<file path="config.mk">
export PLATFORM = sky130hd
export DESIGN_NAME = alu_issue_unit
export DESIGN_NICKNAME = d
export VERILOG_FILES = /design/src/rtl/alu_issue_unit.sv
export SDC_FILE = /design/constraint.sdc
export NUM_CORES = 1
export LEC_CHECK = 0
export ABC_CLOCK_PERIOD_IN_PS = 5400
export BUFFER_PORTS_ARGS = -buffer_cell sky130_fd_sc_hd__buf_2
export CORE_ASPECT_RATIO = 0.5
export CORE_MARGIN = 2
export CORE_UTILIZATION = 45
export CTS_BUF_LIST = sky130_fd_sc_hd__clkbuf_16
export DETAILED_ROUTE_END_ITERATION = 10
export PLACE_DENSITY = 0.81
export SETUP_SLACK_MARGIN = 0.2
export SLEW_MARGIN = 20
export SYNTH_ARGS = -nofsm -noshare
export SYNTH_HDL_FRONTEND = slang
export SYNTH_SLANG_ARGS = --single-unit
</file>
<file path="constraint.sdc">
create_clock -name clk -period 5.4 [get_ports clk]
set_clock_uncertainty 0.05 [all_clocks]
set_input_delay 0.27 -clock clk [delete_from_list [all_inputs] [get_ports clk]]
set_output_delay 0.27 -clock clk [all_outputs]
set_load 0.05 [all_outputs]
</file>
<file path="src/rtl/alu_issue_unit.sv">
// Issue front end for an external combinational ALU: handshake, operand read, execute, writeback.
// Optional flag outputs (flag_z, flag_n) are built when ALU_ISSUE_FLAGS_EN is defined.
module alu_issue_unit #(
  parameter int DATA_W = 32,
  parameter int REG_AW = 4,
  parameter int IMM_W  = 16
) (
  input  logic              clk,
  input  logic              rst,
  input  logic              in_valid,
  output logic              in_ready,
  input  logic [2:0]        in_op,
  input  logic [REG_AW-1:0] in_rd,
  input  logic [REG_AW-1:0] in_rs1,
  input  logic [REG_AW-1:0] in_rs2,
  input  logic [IMM_W-1:0]  in_imm,
  input  logic              in_use_imm,
  output logic [REG_AW-1:0] rf_raddr1,
  output logic [REG_AW-1:0] rf_raddr2,
  input  logic [DATA_W-1:0] rf_rdata1,
  input  logic [DATA_W-1:0] rf_rdata2,
  output logic [DATA_W-1:0] alu_opa,
  output logic [DATA_W-1:0] alu_opb,
  output logic [2:0]        alu_sel,
  input  logic [DATA_W-1:0] alu_result,
  output logic              wb_valid,
  input  logic              wb_ready,
  output logic [REG_AW-1:0] wb_addr,
  output logic [DATA_W-1:0] wb_data,
  output logic              illegal_op,
  output logic              busy
`ifdef ALU_ISSUE_FLAGS_EN
  ,
  output logic              flag_z,
  output logic              flag_n
`endif
);

  typedef enum logic [1:0] {IDLE, READ, EXEC, WB} state_t;

  localparam logic [2:0] OP_LAST = 3'b100;

  state_t            state;
  logic [2:0]        op_q;
  logic [REG_AW-1:0] rd_q;
  logic [IMM_W-1:0]  imm_q;
  logic              use_imm_q;
  logic              handshake;

  // in_ready is combinational so it is high in IDLE as soon as rst drops, not one edge later.
  assign in_ready  = (state == IDLE) && !rst;
  assign busy      = (state != IDLE);
  assign handshake = in_valid && in_ready;

  // NOTE: all state below uses non-blocking assignments so every register samples pre-edge values.
  always_ff @(posedge clk or posedge rst) begin
    if (rst) begin
      state      <= IDLE;
      op_q       <= '0;
      rd_q       <= '0;
      imm_q      <= '0;
      use_imm_q  <= 1'b0;
      rf_raddr1  <= '0;
      rf_raddr2  <= '0;
      alu_opa    <= '0;
      alu_opb    <= '0;
      alu_sel    <= '0;
      wb_valid   <= 1'b0;
      wb_addr    <= '0;
      wb_data    <= '0;
      illegal_op <= 1'b0;
`ifdef ALU_ISSUE_FLAGS_EN
      flag_z     <= 1'b0;
      flag_n     <= 1'b0;
`endif
    end else begin
      illegal_op <= 1'b0;
      case (state)
        IDLE: begin
          if (handshake) begin
            op_q      <= in_op;
            rd_q      <= in_rd;
            imm_q     <= in_imm;
            use_imm_q <= in_use_imm;
            rf_raddr1 <= in_rs1;
            rf_raddr2 <= in_rs2;
            if (in_op > OP_LAST) illegal_op <= 1'b1;
            else                 state      <= READ;
          end
        end
        READ: begin
          // Operand registers feed the ALU directly so its result is stable throughout EXEC.
          alu_opa <= rf_rdata1;
          alu_opb <= use_imm_q ? DATA_W'(imm_q) : rf_rdata2;
          alu_sel <= op_q;
          state   <= EXEC;
        end
        EXEC: begin
          wb_data <= alu_result;
          wb_addr <= rd_q;
          if (rd_q == '0) begin
            state <= IDLE;
`ifdef ALU_ISSUE_FLAGS_EN
            flag_z <= (alu_result == '0);
            flag_n <= alu_result[DATA_W-1];
`endif
          end else begin
            wb_valid <= 1'b1;
            state    <= WB;
          end
        end
        WB: begin
          if (wb_ready) begin
            wb_valid <= 1'b0;
            state    <= IDLE;
`ifdef ALU_ISSUE_FLAGS_EN
            flag_z   <= (wb_data == '0);
            flag_n   <= wb_data[DATA_W-1];
`endif
          end
        end
        default: state <= IDLE;
      endcase
    end
  end

endmodule

</file>
======== Word level (Yosys, flattened, before mapping) ========
Index checks and enable logic that the tools add are counted.
cells by class
  magnitude comparators ................... 1
  equality and inequality tests ........... 7
  mux-type cells .......................... 12
  reduce and logical (&&, ||, !) cells .... 10
operators by type and width
  operator                                                                count
  32-bit 2-to-1 mux                                                       1
  2-bit 2-to-1 mux                                                        4
  2-bit inequality test (second input constant)                           4
  2-bit one-hot mux with 4 select lines                                   1
  3-bit AND reduction                                                     2
  1-bit 2-to-1 mux                                                        5
  2-bit equality test (second input constant)                             2
  4-bit logical NOT                                                       1
  2-bit nonzero test                                                      2
  3-bit greater-than comparator (second input constant)                   1
  2-bit by 1-bit equality test with 1-bit output (second input constant)  1
  1-bit logical AND                                                       2
  2-bit logical NOT                                                       1
  1-bit one-hot mux with 2 select lines                                   1
  2-bit AND reduction                                                     1
  1-bit logical NOT                                                       1
word-level totals
  register bits ........................... 139
  bits of input ports ..................... 132
  output and inout port bits .............. 115
  word-level logic and storage cells ...... 44

======== Longest topological paths before layout ========
  word-level depth ........................ 5
  gate-level depth with buffers ........... 6
  depth with buffers taken out ............ 3

======== Least setup slack after synthesis ========
OpenSTA, ideal clock, no wires.
  path type ............................... register -> output
  from .................................... reg state[0]
  to ...................................... out in_ready
  arrival time ............................ 1.529 ns
  data required time ...................... 5.080 ns
  setup slack ............................. 3.551 ns
  stages on the path, launching flop included .. 4
  path buffers ............................ 1
  cells stage by stage .................... dfrtp_1 -> or2_1 -> buf_2 -> nor2_1
on the way
  word-level cells in the longest chain between the ends .. 2
RTL lines
  element                   RTL line  text
  start: declaration        43        state_t state;
  start signal: assignment  58        state <= IDLE;
  start signal: assignment  88        else state <= READ;
  start signal: assignment  96        state <= EXEC;
  2-bit logical NOT         51        assign in_ready = (state == IDLE) && !rst;
  1-bit logical AND         51
  end: declaration          11        output logic in_ready,
Every way passes these cells.

======== Worst setup path in the final report ========
  from .................................... reg state[0]
  to ...................................... reg rf_raddr2[1]
on the way
  word-level cells in the longest chain between the ends .. 4
RTL lines
  element                            RTL line  text
  2-bit logical NOT (*)              51, 78
  1-bit logical AND                  51
  1-bit logical AND                  53        assign handshake = in_valid && in_ready;
  2-bit AND reduction (no line) (*)  -
  end signal: assignment             86        rf_raddr2 <= in_rs2;
  end: declaration                   19        output logic [REG_AW-1:0] rf_raddr2,
Every way passes the cells marked *; elsewhere a longest branch is shown, timed or not.
A chain may end at the register's enable or synchronous reset.

==> metrics.log <==
INFO  metric worst_path_fanout_max = 31
INFO  metric timing.final.setup_violations = 0
INFO  metric drt-wirelength-per-cell = 15.7 µm
INFO  metric grt_util_all_layers = 19.5%
INFO  metric cts_tree = built
INFO  metric routabilityCongestion = 0.748
INFO  metric critical-path-slowest-cell = sky130_fd_sc_hd__dfrtp_1
INFO  metric cts-root-to-sink-buffers = 2
INFO  metric hold-worst-slack = -0.00576 ns
INFO  metric arrival = 2.23 ns
INFO  metric finalWorstPathRequiredPeriod = 1.99 ns
INFO  metric timing_hold_violations_final = 11
INFO  metric fmax = 504 MHz
INFO  metric port-buffer-count = 246
INFO  metric critPathMaxStageDelay = 0.45 ns
INFO  metric tritoncts_num_sinks = 139
INFO  metric post_synth_inst_count = 379
INFO  metric cts.reportedPaths.clkPinSlew = 0.06 ns
INFO  metric tightest_slew = 1.02 ns
INFO  metric yosysSeqAreaShare = 64.3%
INFO  metric synth-warning-count = 0
INFO  metric synth.top_cells.by_area = sky130_fd_sc_hd__dfrtp_1 64%, sky130_fd_sc_hd__mux2_2 21%, sky130_fd_sc_hd__o21ai_0 3.1%
INFO  metric critical_path.top_delay_family = simple AND/OR/NAND/NOR gates
INFO  metric synth_cell_type_count = 17
INFO  metric cts_root_buffer = sky130_fd_sc_hd__clkbuf_16
INFO  metric max_cap_violations = 0
INFO  metric vias_after_detailed_routing = 3756
INFO  metric crit_chain = or2_1, nor3_4, buf_4, mux2_2
INFO  metric avgSynthCellArea = 14.3 µm²
INFO  metric slew_viol_final = 0
INFO  metric grt_first_pass_wirelength = 19600 µm
INFO  metric antenna_cells_inserted = 0
INFO  metric critPathLaunchType = flip-flop
INFO  metric fin_tns_setup = 0 ns
INFO  metric num_io_pins = 247
INFO  metric setup.worst_path.class = flip-flop to flip-flop
INFO  metric initial_core_util = 46.0%
INFO  metric grt_remaining_overflow = 0
INFO  metric postSynth.asyncResetShare = 100%
INFO  metric antenna_found_initial = 0
INFO  metric clock_buffer_count_from_cts = 17
INFO  metric remaining_drc_errors = 0
INFO  metric syn-num-nets = 511
INFO  metric cts_setup_buffers = 0
INFO  metric vias_per_cell = 4.68
INFO  metric synth_seq_cells = 139
INFO  metric h_tree_depth = 4
INFO  metric chipHeight = 81.5 µm
INFO  metric core_area = 11800 µm²
INFO  metric grt_start_max_net_pins = 100
INFO  metric path_category_of_the_worst_min_delay_check = input port to asynchronous set/reset pin
INFO  metric post_synth_instance_area = 5410 µm²
INFO  metric yosys.cell_count.top_type = sky130_fd_sc_hd__dfrtp_1
INFO  metric required_time_of_the_critical_path = 5.64 ns
INFO  metric synth.top_cells.by_count = 139 x sky130_fd_sc_hd__dfrtp_1, 103 x sky130_fd_sc_hd__mux2_2, 34 x sky130_fd_sc_hd__nand2_1
INFO  metric grt_setup_unrepaired = false
INFO  metric finalCritPeriodShare = 36.8%
INFO  metric initialDrtViolationCount = 179
INFO  metric drt_first_pass_iters = 5
INFO  metric synth_ff_type = sky130_fd_sc_hd__dfrtp_1
INFO  metric area_growth_syn_to_layout = 37.5%
INFO  metric slew_headroom = 31.8%
INFO  metric postRouteWirelength = 12600 µm
INFO  metric worst-path-buf-inv = 1
INFO  metric die_area = 13000 µm²
INFO  metric nets = 757
INFO  metric synthDominantCellAreaShare = 64.3%
INFO  metric post_cts_resize_count = 0
INFO  metric num_rows = 28
INFO  metric dp_hpwl = 8670 µm
INFO  metric antenna_violating_nets_post_route = 0
INFO  metric worst_skew_pair.late_latency = 0.41 ns
INFO  metric status = finished, violations left
INFO  metric netlist.top_cell.by_area = sky130_fd_sc_hd__dfrtp_1
INFO  metric drive_gt1_share = 60.7%
INFO  metric end_kind = flip-flop
INFO  metric edff_count_synth = 0
INFO  metric via_count_of_the_first_global_routing_pass = 3835
INFO  metric dieWidth = 159 µm
INFO  metric failed_checks = hold timing
INFO  metric cts_hold_buf = 0
## metrics by stage
| stage | instances | utilization [%] | hold WS, ns | setup WS [ns] | cell area (µm²) |
|---|---|---|---|---|---|
| floorplan | 379 | - | 0.293 | 1.36 | 5410 |
| global placement | 771 | 57.5 | 0.406 | 3.51 | 6770 |
| detailed placement | 771 | 57.5 | 0.415 | 3.46 | 6770 |
| CTS | 803 | 63.2 | 0.0177 | 3.41 | 7440 |
| global route | 803 | 63.2 | 0.0244 | 3.33 | 7440 |
| finish | 803 | 63.2 | -0.00576 | 3.41 | 7440 |
## worst paths after layout
kind | from | endpoint | slack (ns) | depth (start not counted)
max in group asynchronous | rst | alu_opb[21] | 4.10 | 3
worst max register to register | state[0] | rf_raddr2[1] | 3.41 | 4
min in group clk | rf_rdata1[29] | alu_opa[29] | 0.04 | 2
worst min register to register | alu_opb[12] | alu_opb[12] | 0.42 | 2
worst min-delay path | rst | wb_data[5] | -0.006 | 2
worst max-delay path | state[0] | rf_raddr2[1] | 3.41 | 4
## cell type report
cell class              count  area, µm²
clock buffers              17        425
clock inverters            15        245
fillers                   941       4330
inverters                   2       12.5
multi-input cells         215       1810
flip-flops and latches    139       3480
well taps                 165        206
repair buffers            250       1260
## cell usage in the layout, fill, tap and decap left out, types with 2 or more instances in the layout
| cell | Yosys | routed |
|---|---|---|
| sky130_fd_sc_hd__a21o_1 | 2 | 2 |
| sky130_fd_sc_hd__buf_2 | 11 | 246 |
| sky130_fd_sc_hd__buf_4 | 0 | 4 |
| sky130_fd_sc_hd__bufinv_16 | 0 | 6 |
| sky130_fd_sc_hd__clkbuf_16 | 0 | 17 |
| sky130_fd_sc_hd__clkinv_2 | 0 | 2 |
| sky130_fd_sc_hd__clkinv_4 | 0 | 3 |
| sky130_fd_sc_hd__dfrtp_1 | 139 | 139 |
| sky130_fd_sc_hd__inv_6 | 0 | 3 |
| sky130_fd_sc_hd__mux2_2 | 103 | 103 |
| sky130_fd_sc_hd__mux2i_1 | 16 | 16 |
| sky130_fd_sc_hd__nand2_1 | 34 | 34 |
| sky130_fd_sc_hd__nand2b_1 | 18 | 17 |
| sky130_fd_sc_hd__nor2_1 | 3 | 3 |
| sky130_fd_sc_hd__nor4_1 | 2 | 2 |
| sky130_fd_sc_hd__o21ai_0 | 33 | 33 |
## flip-flops by register name, indices dropped and copies added (netlist names)
name        cells
wb_addr         4
illegal_op      1
rf_raddr2       4
alu_opb        32
rf_raddr1       4
imm_q          16
wb_valid        1
state           2
alu_sel         3
op_q            3
rd_q            4
use_imm_q       1
wb_data        32
alu_opa        32
## metal layers
layer / track usage, % / vias to the layer above / part of all wire [%]
met4: 7.27 / 0 / 1.7
met2: 35.3 / 97 / 54
li1: - / 1810 / -
met3: 5.35 / 14 / 4.4
met5: 0 / - / 0
met1: 22.8 / 1835 / 40
## cells by family after synthesis
| kind of cell | count (synthesis) | synth area share [%] |
|---|---|---|
| flip-flops | 139 | 64.3 |
| multiplexers | 119 | 24.4 |
| AND/OR/NAND/NOR | 60 | 5.39 |
| AO/OA/AOI/OAI | 36 | 3.49 |
| buffers and inverters | 25 | 2.41 |
## worst reg2reg max path: stages (launching register included)
cell                      delay (ns)
sky130_fd_sc_hd__dfrtp_1        0.45
sky130_fd_sc_hd__or2_1          0.32
sky130_fd_sc_hd__nor3_4         0.21
sky130_fd_sc_hd__buf_4          0.43
sky130_fd_sc_hd__mux2_2         0.41
Power is left out: the tool's default activity adds up to more than one toggle a clock period on the data nets, which glitch-free logic cannot reach.
